**src/rtl/lcd_pkg.sv**
```systemverilog
// lcd_pkg: shared types and constants for the character-LCD driver.
// Contents: FSM state enum, queued command struct, io_lcd field positions,
// command queue depth (4 entries with LCD_FIFO_EN defined, else 1).
package lcd_pkg;
   typedef enum logic [2:0] {ST_IDLE, ST_SETUP, ST_PULSE, ST_HOLD, ST_WAIT} lcd_state_e;
   typedef struct packed {
      logic       rs;
      logic [7:0] data;
   } lcd_cmd_t;
   localparam int LCD_ON_BIT      = 31;
   localparam int LCD_REQ_BIT     = 30;
   localparam int LCD_OVF_CLR_BIT = 29;
   localparam int LCD_RS_BIT      = 9;
`ifdef LCD_FIFO_EN
   localparam int LCD_FIFO_DEPTH  = 4;
`else
   localparam int LCD_FIFO_DEPTH  = 1;
`endif
endpackage

```
**src/rtl/lcd_cmd_fifo.sv**
```systemverilog
// lcd_cmd_fifo: synchronous command queue, parameterised depth.
// Ports: clk_i, rst_ni (async active-low), push_i/din_i write side,
// pop_i/dout_o read side (dout_o is the head entry), full_o, empty_o.
// A push while full is accepted only when a pop frees the slot in the same cycle.
module lcd_cmd_fifo
   import lcd_pkg::*;
#(
   parameter int DEPTH = 4
) (
   input  logic     clk_i,
   input  logic     rst_ni,
   input  logic     push_i,
   input  logic     pop_i,
   input  lcd_cmd_t din_i,
   output lcd_cmd_t dout_o,
   output logic     full_o,
   output logic     empty_o
);
   localparam int AW = DEPTH > 1 ? $clog2(DEPTH) : 1;
   localparam int CW = $clog2(DEPTH + 1);
   lcd_cmd_t r_mem [DEPTH];
   logic [AW-1:0] r_wp, r_rp;
   logic [CW-1:0] r_cnt;
   logic w_push, w_pop;
   assign full_o  = r_cnt == CW'(DEPTH);
   assign empty_o = r_cnt == '0;
   assign w_pop   = pop_i && !empty_o;
   assign w_push  = push_i && (!full_o || w_pop);
   assign dout_o  = r_mem[r_rp];
   always_ff @(posedge clk_i or negedge rst_ni) begin
      if (!rst_ni) begin
         r_wp  <= '0;
         r_rp  <= '0;
         r_cnt <= '0;
      end else begin
         if (w_push) r_wp <= (r_wp == AW'(DEPTH - 1)) ? '0 : r_wp + 1'b1;
         if (w_pop)  r_rp <= (r_rp == AW'(DEPTH - 1)) ? '0 : r_rp + 1'b1;
         r_cnt <= r_cnt + CW'(w_push) - CW'(w_pop);
      end
   end
   always_ff @(posedge clk_i) begin
      if (w_push) r_mem[r_wp] <= din_i;
   end
endmodule

```
**src/rtl/lcd_ctrl.sv**
```systemverilog
// lcd_ctrl: memory-mapped HD44780 write driver with command queue and bus timing.
// Ports: clk_i, rst_ni (async active-low); io_lcd_i core register
// ([31] ON, [30] REQ toggle, [29] OVF_CLR, [9] RS, [7:0] DATA);
// lcd_on_o/lcd_rs_o/lcd_rw_o/lcd_en_o/lcd_data_o LCD pins; busy_o, ovf_o status.
// Build option: LCD_FIFO_EN selects a 4-entry queue instead of a single holding register.
module lcd_ctrl
   import lcd_pkg::*;
#(
   parameter int TSU_CYC        = 2,
   parameter int PW_CYC         = 12,
   parameter int WAIT_SHORT_CYC = 2000,
   parameter int WAIT_LONG_CYC  = 80000
) (
   input  logic        clk_i,
   input  logic        rst_ni,
   input  logic [31:0] io_lcd_i,
   output logic        lcd_on_o,
   output logic        lcd_rs_o,
   output logic        lcd_rw_o,
   output logic        lcd_en_o,
   output logic [7:0]  lcd_data_o,
   output logic        busy_o,
   output logic        ovf_o
);
   localparam int CW = $clog2(WAIT_LONG_CYC + 1);
   lcd_state_e    r_state, w_state_nxt;
   logic [CW-1:0] r_cnt, w_cnt_nxt;
   lcd_cmd_t      r_cmd, w_head, w_din;
   logic          r_req, r_on, r_ovf;
   logic          w_req, w_pop, w_full, w_empty, w_long;
   logic          w_unused;
   assign w_unused   = &{1'b0, io_lcd_i[28:10], io_lcd_i[8]};
   assign w_req      = io_lcd_i[LCD_REQ_BIT] ^ r_req;
   assign w_din      = {io_lcd_i[LCD_RS_BIT], io_lcd_i[7:0]};
   // clear display (0x01) and return home (0x02/0x03) need the long execution wait
   assign w_long     = !r_cmd.rs && r_cmd.data[7:2] == 6'd0 && r_cmd.data != 8'd0;
   assign lcd_on_o   = r_on;
   assign lcd_rs_o   = r_cmd.rs;
   assign lcd_data_o = r_cmd.data;
   assign lcd_rw_o   = 1'b0;
   assign lcd_en_o   = r_state == ST_PULSE;
   assign busy_o     = r_state != ST_IDLE || !w_empty;
   assign ovf_o      = r_ovf;
   lcd_cmd_fifo #(.DEPTH(LCD_FIFO_DEPTH)) u_fifo (
      .clk_i   (clk_i),
      .rst_ni  (rst_ni),
      .push_i  (w_req),
      .pop_i   (w_pop),
      .din_i   (w_din),
      .dout_o  (w_head),
      .full_o  (w_full),
      .empty_o (w_empty)
   );
   // counter is loaded with (length-1) on state entry; the state ends when it reaches 0
   always_comb begin
      w_state_nxt = r_state;
      w_cnt_nxt   = r_cnt;
      w_pop       = 1'b0;
      case (r_state)
         ST_IDLE: if (!w_empty) begin
            w_pop       = 1'b1;
            w_state_nxt = ST_SETUP;
            w_cnt_nxt   = CW'(TSU_CYC - 1);
         end
         ST_SETUP: if (r_cnt == '0) begin
            w_state_nxt = ST_PULSE;
            w_cnt_nxt   = CW'(PW_CYC - 1);
         end else w_cnt_nxt = r_cnt - 1'b1;
         ST_PULSE: if (r_cnt == '0) begin
            w_state_nxt = ST_HOLD;
            w_cnt_nxt   = CW'(TSU_CYC - 1);
         end else w_cnt_nxt = r_cnt - 1'b1;
         ST_HOLD: if (r_cnt == '0) begin
            w_state_nxt = ST_WAIT;
            w_cnt_nxt   = w_long ? CW'(WAIT_LONG_CYC - 1) : CW'(WAIT_SHORT_CYC - 1);
         end else w_cnt_nxt = r_cnt - 1'b1;
         ST_WAIT: if (r_cnt == '0) w_state_nxt = ST_IDLE;
            else w_cnt_nxt = r_cnt - 1'b1;
         default: w_state_nxt = ST_IDLE;
      endcase
   end
   always_ff @(posedge clk_i or negedge rst_ni) begin
      if (!rst_ni) begin
         r_state <= ST_IDLE;
         r_cnt   <= '0;
         r_cmd   <= '0;
         r_req   <= 1'b0;
         r_on    <= 1'b0;
         r_ovf   <= 1'b0;
      end else begin
         r_state <= w_state_nxt;
         r_cnt   <= w_cnt_nxt;
         r_req   <= io_lcd_i[LCD_REQ_BIT];
         r_on    <= io_lcd_i[LCD_ON_BIT];
         if (w_pop) r_cmd <= w_head;
         // clear has priority over a drop in the same cycle
         if (io_lcd_i[LCD_OVF_CLR_BIT]) r_ovf <= 1'b0;
         else if (w_req && w_full && !w_pop) r_ovf <= 1'b1;
      end
   end
endmodule
```
**config.mk**
```make
export PLATFORM = sky130hd
export DESIGN_NAME = lcd_ctrl
export DESIGN_NICKNAME = d
export VERILOG_FILES = /design/src/rtl/lcd_pkg.sv /design/src/rtl/lcd_cmd_fifo.sv /design/src/rtl/lcd_ctrl.sv
export SDC_FILE = /design/constraint.sdc
export NUM_CORES = 1
export LEC_CHECK = 0
export ABC_CLOCK_PERIOD_IN_PS = 5200
export CAP_MARGIN = 15
export CORE_ASPECT_RATIO = 0.9
export CORE_MARGIN = 4
export CORE_UTILIZATION = 50
export DETAILED_ROUTE_END_ITERATION = 8
export PLACE_DENSITY = 0.84
export SYNTH_ARGS = -nofsm -noshare
export SYNTH_HDL_FRONTEND = slang
export SYNTH_SLANG_ARGS = --single-unit
export TNS_END_PERCENT = 50
```
**constraint.sdc**
```tcl
create_clock -name clk_i -period 5.2 [get_ports clk_i]
set_input_delay 1.56 -clock clk_i [delete_from_list [all_inputs] [get_ports clk_i]]
set_output_delay 1.56 -clock clk_i [all_outputs]
set_load 0.05 [all_outputs]
```
==> results of run 1 <==
[flip-flops by register name, indices dropped and copies added, names as in the netlist]
register	flops
r_req	1
r_cnt	17
ovf_o	1
u_fifo.r_mem	9
r_state	3
lcd_rs_o	1
lcd_on_o	1
lcd_data_o	8
u_fifo.full_o	1
[Yosys cell counts, types with 2 or more instances]
master,count,area (um2)
or3_1,5,31.28
nor2b_1,2,12.51
and3_1,2,12.51
or4_4,2,22.52
or4_1,2,15.01
o31ai_1,2,15.01
xnor2_1,3,26.28
o211a_1,3,30.03
inv_1,8,30.03
a31oi_1,2,12.51
mux2_2,9,101.4
clkbuf_1,9,33.78
a21o_1,5,37.54
a22o_1,2,17.52
a2bb2oi_1,2,17.52
a21oi_1,12,60.06
o2111ai_1,2,17.52
nor3_1,14,70.07
nor4_1,5,31.28
nand3_1,5,25.02
o22ai_1,6,37.54
o211ai_1,2,15.01
a2111o_1,2,22.52
nor2_1,17,63.81
nand2_1,20,75.07
edfxtp_1,9,270.3
dfrtp_1,33,825.8
a211oi_1,3,22.52
mux2i_1,2,20.02
o21ai_0,16,80.08
o2bb2ai_1,2,17.52
o221ai_1,2,17.52
[worst min path at each step]
stage	from	to	slack (ns)	cells after the start
2_1_floorplan	u_fifo.r_mem[0][0]	lcd_data_o[0]	0.46	1
3_3_place_gp	u_fifo.r_mem[0][0]	lcd_data_o[0]	0.46	1
3_5_place_dp	u_fifo.r_mem[0][8]	lcd_rs_o	0.47	1
4_1_cts	u_fifo.r_mem[0][8]	lcd_rs_o	0.49	1
5_1_grt	u_fifo.r_mem[0][1]	lcd_data_o[1]	0.51	1
6_report	u_fifo.r_mem[0][8]	lcd_rs_o	0.49	1
[routing by layer]
metal | GRT usage, % | part of all wire (%)
met2 | 31.86 | 45
met3 | 4.397 | 7.9
met5 | 0 | 0
met1 | 28.20 | 45
met4 | 6.990 | 2.2
[critical path: stages, from the launching register on]
cell and delay [ns]:
dfrtp_1 0.61, or3_1 0.56, nor2_1 0.22, inv_1 0.06, clkdlybuf4s50_1 0.69
[power by group]
part | switching [mW] | total, mW | internal (mW)
Sequential | 0.00680 | 0.350 | 0.344
Combinational | 0.0381 | 0.0635 | 0.0253
Clock | 0.121 | 0.265 | 0.144
Total | 0.166 | 0.679 | 0.513
[cells by family after synthesis]
| family | after synthesis |
|---|---|
| mux | 11 |
| buf+inv | 19 |
| fa+ha+maj | 1 |
| flops | 42 |
| simple gates | 82 |
| compound gates | 70 |
| xor+xnor | 3 |
| other cells | 1 |
[area by class of cell]
class                           count  area share, %
Sequential cell                    42          41.22
Multi-Input combinational cell    168          40.24
Timing Repair Buffer               28          10.35
Tap cell                           60          2.824
Clock buffer                        5          2.588
Clock inverter                      3          1.647
Inverter                            8          1.129
[per-stage QoR]
| stage | util, % | power, mW | cells | cell area (um2) |
|---|---|---|---|---|
| 4_1_cts | 63.13 | 0.6853 | 314 | 2659 |
| 3_5_place_dp | 60.46 | 0.4209 | 306 | 2546 |
| 3_3_place_gp | 60.46 | 0.4199 | 306 | 2546 |
| 6_report | 63.13 | 0.6786 | 314 | 2659 |
| 2_1_floorplan | - | 0.3899 | 229 | 2242 |
| 5_1_grt | 63.13 | 0.7053 | 314 | 2659 |
==> impl_metrics.json, run 1 <==
{
  "status": "finished, final reports clean",
  "synth-compound-area-share_pct": 21.54,
  "num_antenna_cells": 0,
  "fin_crit_sh_pct": 76.94,
  "grt_pass1_vias": 1868,
  "startpoint_type": "register",
  "cts_buffers": 5,
  "cts_buffer_depth": 2,
  "antenna_found_initial": 0,
  "crit_required_ns": 3.64,
  "p_per_area_nw_per_um2": 255.2,
  "finalCriticalPeriod_ns": 4.001,
  "hold_path.class": "register to register",
  "synthAdderAreaFrac_pct": 0.5580,
  "dieArea_um2": 5621,
  "clock_latency_ns": 0.30,
  "rsz0062_at_grt": "false",
  "wl_per_cell_um": 17.19,
  "cts_setup_buffers": 0,
  "mostFrequentLayoutCells": "33 x dfrtp_1, 26 x clkdlybuf4s50_1, 20 x nand2_1, 17 x nor2_1, 16 x o21ai_0",
  "path_clk_slew_ns": 0.08,
  "ys_ff_latch": 42,
  "gp_congestion": 0.9469,
  "ctsResizeCount": 0,
  "startpoint": "r_state[1]",
  "holdWs_ns": 0.4855,
  "drt_iter0_markers": 264,
  "first_pass_iters": 6,
  "synth_top_family_by_area": "compound AO/OA/AOI/OAI gates",
  "grt_use_total_pct": 20.37,
  "multi_input_area_um2": 1070,
  "wl_mm": 5.397,
  "viasPerCell": 6.255,
  "grt_pass1_wl_mm": 8.990,
  "portBuffers": 26,
  "cts_max_level": 2,
  "fmaxAchievable_mhz": 249.9,
  "finalHoldViolCount": 0,
  "r2r_slack_ns": 2.59,
  "die_h_um": 71.53,
  "hpwl_mm": 3.794,
  "avgSynthCellArea_um2": 9.791,
  "synth_edf_count": 9,
  "synth_top_flop_cell": "dfrtp_1",
  "relSlewSlack_pct": 41.85,
  "cts_tree": "done",
  "finalSetupTns_ns": 0,
  "fillers": 347,
  "gr-total-overflow": 0,
  "rr_worst_depth": 7,
  "leakagePower_nw": 1.046,
  "r2r_end": "r_cnt[4]",
  "finalClockSkew_ns": 0.006924,
  "slew_violations": 0,
  "setup_ws_ns": 1.199,
  "die_x_um": 78.59,
  "cap_violations": 0,
  "tightestPinTransition_ns": 0.8722,
  "synthDistinctLibCells": 51,
  "pre_cts_slack_ns": 1.561,
  "synth-seq-area-share_pct": 48.88,
  "regArea_um2": 1096,
  "drive_above_1_share_pct": 10.24,
  "cts.sink_count": 42,
  "crit_end": "busy_o",
  "worstPathMaxFanout": 19,
  "mostFrequentLayoutCell": "dfrtp_1",
  "initial_utilization_pct": 53.24,
  "grt_start_max_net_pins": 34,
  "setup_violations": 0,
  "synth_warnings": 0,
  "worstSetupPathType": "register to output port",
  "syn_area_um2": 2242,
  "area.growth.synth_to_final_pct": 18.58,
  "r2r_start": "r_cnt[0]",
  "synthCells": 229,
  "core-area_um2": 4212,
  "rows": 22,
  "via_count": 1964,
  "drcViolationCount": 0,
  "final_nets": 288,
  "synthMuxAreaShare_pct": 5.413,
  "synth.net_count": 264,
  "synth-simple-area-share_pct": 18.86,
  "cts_root_buf": "clkbuf_8",
  "end_kind": "output port",
  "synth_xor_area_share_pct": 1.172,
  "crit_arrival_ns": 2.44,
  "antenna_left": 0,
  "pin_count": 48,
  "worst_ir_drop_vdd_v": 0.0002184,
  "hold_buffers": 0,
  "synth-async-reset-ratio_pct": 78.57
}
Power figures use the tool's default switching activity.
==> run 2: changes to the inputs <==
ABC_CLOCK_PERIOD_IN_PS = 3800   (was 5200)
clock period = 3.8 ns   (was 5.2 ns; I/O delays follow)
==> run 2 against run 1 <==
Effect of this change:
- die area unchanged
- power up 35%
- critical path type unchanged
- flip-flop and latch count unchanged
- core utilization up 0.48 points
- clock skew up 0.00060 ns
- register-to-register slack worse by 1.3 ns
- routed wire length down 2.1%
- first-iteration DRC count up 49%
- non-clock buffer count up 3
- sequential power up 37%
==> impl_metrics.json, run 2 (same netlist as run 1, synthesis figures left out) <==
{
  "final_nets": 291,
  "grt_start_max_net_pins": 34,
  "crit_required_ns": 2.66,
  "leakagePower_nw": 1.054,
  "grt_use_total_pct": 19.56,
  "path_clk_slew_ns": 0.08,
  "finalHoldViolCount": 0,
  "drcViolationCount": 0,
  "crit_arrival_ns": 2.25,
  "grt_pass1_wl_mm": 8.756,
  "via_count": 1903,
  "grt_pass1_vias": 1795,
  "die_x_um": 78.59,
  "cts_max_level": 2,
  "worstPathMaxFanout": 9,
  "gr-total-overflow": 0,
  "core-area_um2": 4212,
  "antenna_left": 0,
  "p_per_area_nw_per_um2": 341.6,
  "layout.cells.non_filler": 317,
  "tightestPinTransition_ns": 0.8452,
  "mostFrequentLayoutCells": "33 x dfrtp_1, 26 x clkdlybuf4s50_1, 20 x nand2_1, 17 x nor2_1, 16 x o21ai_0",
  "fin_crit_sh_pct": 89.34,
  "relSlewSlack_pct": 43.66,
  "cap_violations": 0,
  "setup_ws_ns": 0.4052,
  "worstSetupPathType": "register to output port",
  "wl_per_cell_um": 16.67,
  "cts_buffers": 5,
  "worst_ir_drop_vdd_v": 0.0002565,
  "initial_utilization_pct": 53.24,
  "rows": 22,
  "top_register": "r_cnt",
  "first_pass_iters": 4,
  "num_antenna_cells": 0,
  "dieArea_um2": 5621,
  "cts.sink_count": 42,
  "die_h_um": 71.53,
  "area.growth.synth_to_final_pct": 19.48,
  "slew_violations": 0,
  "hold_buffers": 0,
  "cts_setup_buffers": 0,
  "portBuffers": 26,
  "drive_above_1_share_pct": 10.89,
  "finalSetupTns_ns": 0,
  "finalClockSkew_ns": 0.007528,
  "antenna_found_initial": 0,
  "mostFrequentLayoutCell": "dfrtp_1",
  "cts_root_buf": "clkbuf_8",
  "drt_iter0_markers": 393,
  "startpoint_type": "register",
  "status": "finished, final reports clean",
  "finalCriticalPeriod_ns": 3.395,
  "wl_mm": 5.283,
  "ctsResizeCount": 0,
  "rsz0062_at_grt": "false",
  "largest_reg_flops": 17,
  "viasPerCell": 6.003,
  "fmaxAchievable_mhz": 294.6,
  "cts_tree": "done",
  "hpwl_mm": 3.779,
  "end_kind": "output port",
  "pre_cts_slack_ns": 0.7401,
  "pin_count": 48,
  "setup_violations": 0,
  "cts_buffer_depth": 2,
  "hold_path.class": "register to register",
  "gp_congestion": 0.9568,
  "dp_cells": 309,
  "clock_latency_ns": 0.30,
  "fillers": 357
}
run 2: changes by cell type in the layout (fill, tap and decap cells not counted):
cell / delta
buf_4: +3
clkbuf_1: +1
clkinv_2: -1
clkinvlp_4: +1
inv_6: -1
run 2: per-stage QoR:
step | hold slack [ns] | cell area, um2 | total power, mW | utilization, %
3_3_place_gp | 0.4558 | 2569 | 0.5746 | 60.99
5_1_grt | 0.4869 | 2679 | 0.9471 | 63.61
3_5_place_dp | 0.4647 | 2569 | 0.5762 | 60.99
6_report | 0.4757 | 2679 | 0.9151 | 63.61
4_1_cts | 0.4796 | 2679 | 0.9211 | 63.61
2_1_floorplan | 0.4555 | 2242 | 0.5336 | -
run 2: worst paths after layout:
| kind | start | endpoint | slack [ns] | cells after the start |
|---|---|---|---|---|
| worst max-delay path | r_state[1] | busy_o | 0.41 | 4 |
| worst min register to register | u_fifo.r_mem[0][1] | lcd_data_o[1] | 0.48 | 1 |
| worst max register to register | r_cnt[0] | r_cnt[4] | 1.32 | 7 |
| max in group asynchronous | rst_ni | r_cnt[10] | 2.25 | 2 |
| worst min-delay path | u_fifo.r_mem[0][1] | lcd_data_o[1] | 0.48 | 1 |
| min in group asynchronous | rst_ni | r_cnt[11] | 1.25 | 2 |
run 2: power breakdown:
part / internal, mW / switching, mW / leakage [nW] / total (mW)
clock: 0.196 / 0.153 / 0.0514 / 0.349
sequential: 0.470 / 0.00920 / 0.458 / 0.479
combinational: 0.0346 / 0.0522 / 0.544 / 0.0868
total: 0.701 / 0.214 / 1.05 / 0.915
run 2: worst max-delay path, stage by stage (launching register included):
cell             delay [ns]
dfrtp_1                0.48
or3_1                  0.50
nor2_1                 0.22
inv_1                  0.06
clkdlybuf4s50_1        0.69
run 2: final cells by class:
| type | instances | area [um2] | area share, % |
|---|---|---|---|
| flip-flops and latches | 42 | 1096 | 40.92 |
| repair buffers | 31 | 297.8 | 11.12 |
| inverters | 8 | 30.03 | 1.121 |
| clock buffers | 6 | 72.57 | 2.709 |
| multi-input cells | 168 | 1070 | 39.93 |
| well taps | 60 | 75.07 | 2.802 |
| clock inverters | 2 | 37.54 | 1.401 |
run 2: routing by layer:
metal  routed length, um  share of wire, %  track usage (%)
met2                2413                46            30.07
met4                  76               1.4            5.631
met3                 349               6.6            4.146
met5                   0                 0                0
met1                2444                46            27.98
==> patch (settings of run 2) <==
Build with the macro `LCD_FIFO_EN` defined.
--- a/src/rtl/lcd_pkg.sv
+++ b/src/rtl/lcd_pkg.sv
@@ -1,6 +1,8 @@
 // lcd_pkg: shared types and constants for the character-LCD driver.
 // Contents: FSM state enum, queued command struct, io_lcd field positions,
 // command queue depth (4 entries with LCD_FIFO_EN defined, else 1).
+`define LCD_FIFO_EN
+
 package lcd_pkg;
    typedef enum logic [2:0] {ST_IDLE, ST_SETUP, ST_PULSE, ST_HOLD, ST_WAIT} lcd_state_e;
    typedef struct packed {
Formal check against the unedited RTL: not equivalent (Yosys sat finds a counterexample within 4 cycles, from zero or initial values and one cycle with rst_ni low).
==> patch against run 2 <==
- die area up 53%
- wire length up 33%
- area after synthesis up 60%
- clock skew down 0.0011 ns
- total power up 110%
- sequential cell count up 33
- worst setup slack worse by 0.090 ns
- synthesized cell count up 22%
- register-to-register slack worse by 0.33 ns
- critical path depth unchanged
- final area up 53%
- utilization down 2.8 points
==> patch: results <==
set metrics [dict create \
    drt_pass1_iterations 4 \
    irDropWorstVdd_mv 0.288 \
    holdPathStages 2 \
    cp.arrival_ns 2.35 \
    nFillCells 506 \
    cellLeakagePower_nw 1.54 \
    port_buffers 26 \
    drt_wl_total_um 7020 \
    fin_nets 350 \
    drive_gt1_share_pct 18.0 \
    worstReg2RegStart "r_cnt[0]$_DFFE_PN0P_" \
    crit_family "buffers and inverters" \
    rr_worst_depth 7 \
    hold_class "register to register" \
    min_to "ovf_o$_DFFE_PN0P_" \
    cts.path.max_buffers 2 \
    status "completed" \
    antenna_found_initial 0 \
    synth_edf_count 36 \
    synth_common_cells "39 x dfrtp_1, 36 x edfxtp_1, 17 x nor2_1, 15 x nand2_1, 14 x inv_1" \
    critical_path.max_stage_delay_ns 0.70 \
    drtIter0Drc 199 \
    fin_skew_ns 0.00643 \
    place.gp.congestion 0.776 \
    cts_setup_buffers 0 \
    cts_resized 0 \
    regMostFlops "u_fifo.r_mem" \
    place_hpwl_um 4750 \
    antenna_cells 0 \
    cts.clk_slew.worst_paths_ns 0.08 \
    tightestPinTransition_ns 0.894 \
    r2r_slack_ns 0.99 \
    synthDistinctLibCells 61 \
    gr-usage-all-layers_pct 17.9 \
    worstPathMaxFanout 10 \
    yosys-top-cells-area "edfxtp_1 30%, dfrtp_1 27%, mux4_2 5.7%, mux2_2 3.8%, ha_1 3.1%" \
    hp-start "ovf_o$_DFFE_PN0P_" \
    grt_max_degree 40 \
    cts_root_buf "clkbuf_8" \
    cpMaxStageDelayCell "clkdlybuf4s50_1" \
    largest_reg_flops 36 \
    rr_endpoint "r_cnt[5]$_DFFE_PN0P_" \
    grt_pass1_wl_um 11700 \
    vias_per_cell 5.90 \
    htreeDepth 3 \
    clk_latency_ns 0.36 \
    grt_pass1_vias 2381 \
    cts_buffers 9 \
    syn_nets 324 \
    seq_area_frac_synth_pct 57.4 \
    synthArstFlopShare_pct 52.0 \
    yosysWarnings 0 \
]
-- patch: cell count changes after synthesis, sizes merged, moves of 7 or more --
cell,change
buf,+10
clkbuf,-8
edfxtp,+27
ha,+8
inv,+7
mux4,+9
nor3,-8
-- patch: kinds of logic after synthesis --
logic type | share of synthesized area [%]
simple gates | 14.0
buf+inv | 3.77
mux | 9.99
compound gates | 9.71
fa+ha+maj | 3.70
other cells | 0.105
flops | 57.4
xor+xnor | 1.22
-- patch: worst max path at each step --
stage | start | to | cells past startpoint
finish | r_state[1]$_DFFE_PN0P_ | busy_o | 4
global route | r_state[1]$_DFFE_PN0P_ | busy_o | 4
global placement | io_lcd_i[30] | u_fifo.r_mem[2][3]$_DFFE_PP_ | 4
detailed placement | io_lcd_i[30] | u_fifo.r_mem[0][3]$_DFFE_PP_ | 4
CTS | r_state[1]$_DFFE_PN0P_ | busy_o | 4
floorplan | r_state[1]$_DFFE_PN0P_ | lcd_en_o | 3
-- patch: worst min-delay path, stage by stage (launching register included) --
cell and delay, ns:
dfrtp_1 0.35, a31oi_1 0.05, nor2_1 0.07
-- patch: area by class of cell --
class / instances / share of cell area, %
clock buffers: 9 / 3.01
repair buffers: 28 / 6.58
flip-flops and latches: 75 / 50.1
multi-input cells: 177 / 33.8
inverters: 15 / 1.37
well taps: 90 / 2.74
clock inverters: 7 / 2.44
-- patch: per-stage QoR --
step	cell area, um^2	hold slack [ns]	worst slack, ns	power (mW)	cells
after floorplan	3580	0.510	1.20	1.18	280
after global placement	3880	0.489	0.658	1.25	385
after detailed placement	3880	0.489	0.574	1.27	385
after CTS	4110	0.516	0.297	1.95	401
after global routing	4110	0.565	0.206	2.02	401
final	4110	0.506	0.315	1.94	401
-- patch: report_power, final --
part,switching [mW],internal [mW]
Sequential,0.0401,0.970
Clock,0.312,0.374
Combinational,0.145,0.0963
-- patch: routing by layer --
metal	vias up	global-route usage (%)	wire, um
met2	71	31.2	3570
li1	1106	-	-
met1	1174	21.7	2940
met4	0	7.40	132
met5	-	0	0
met3	13	4.57	378
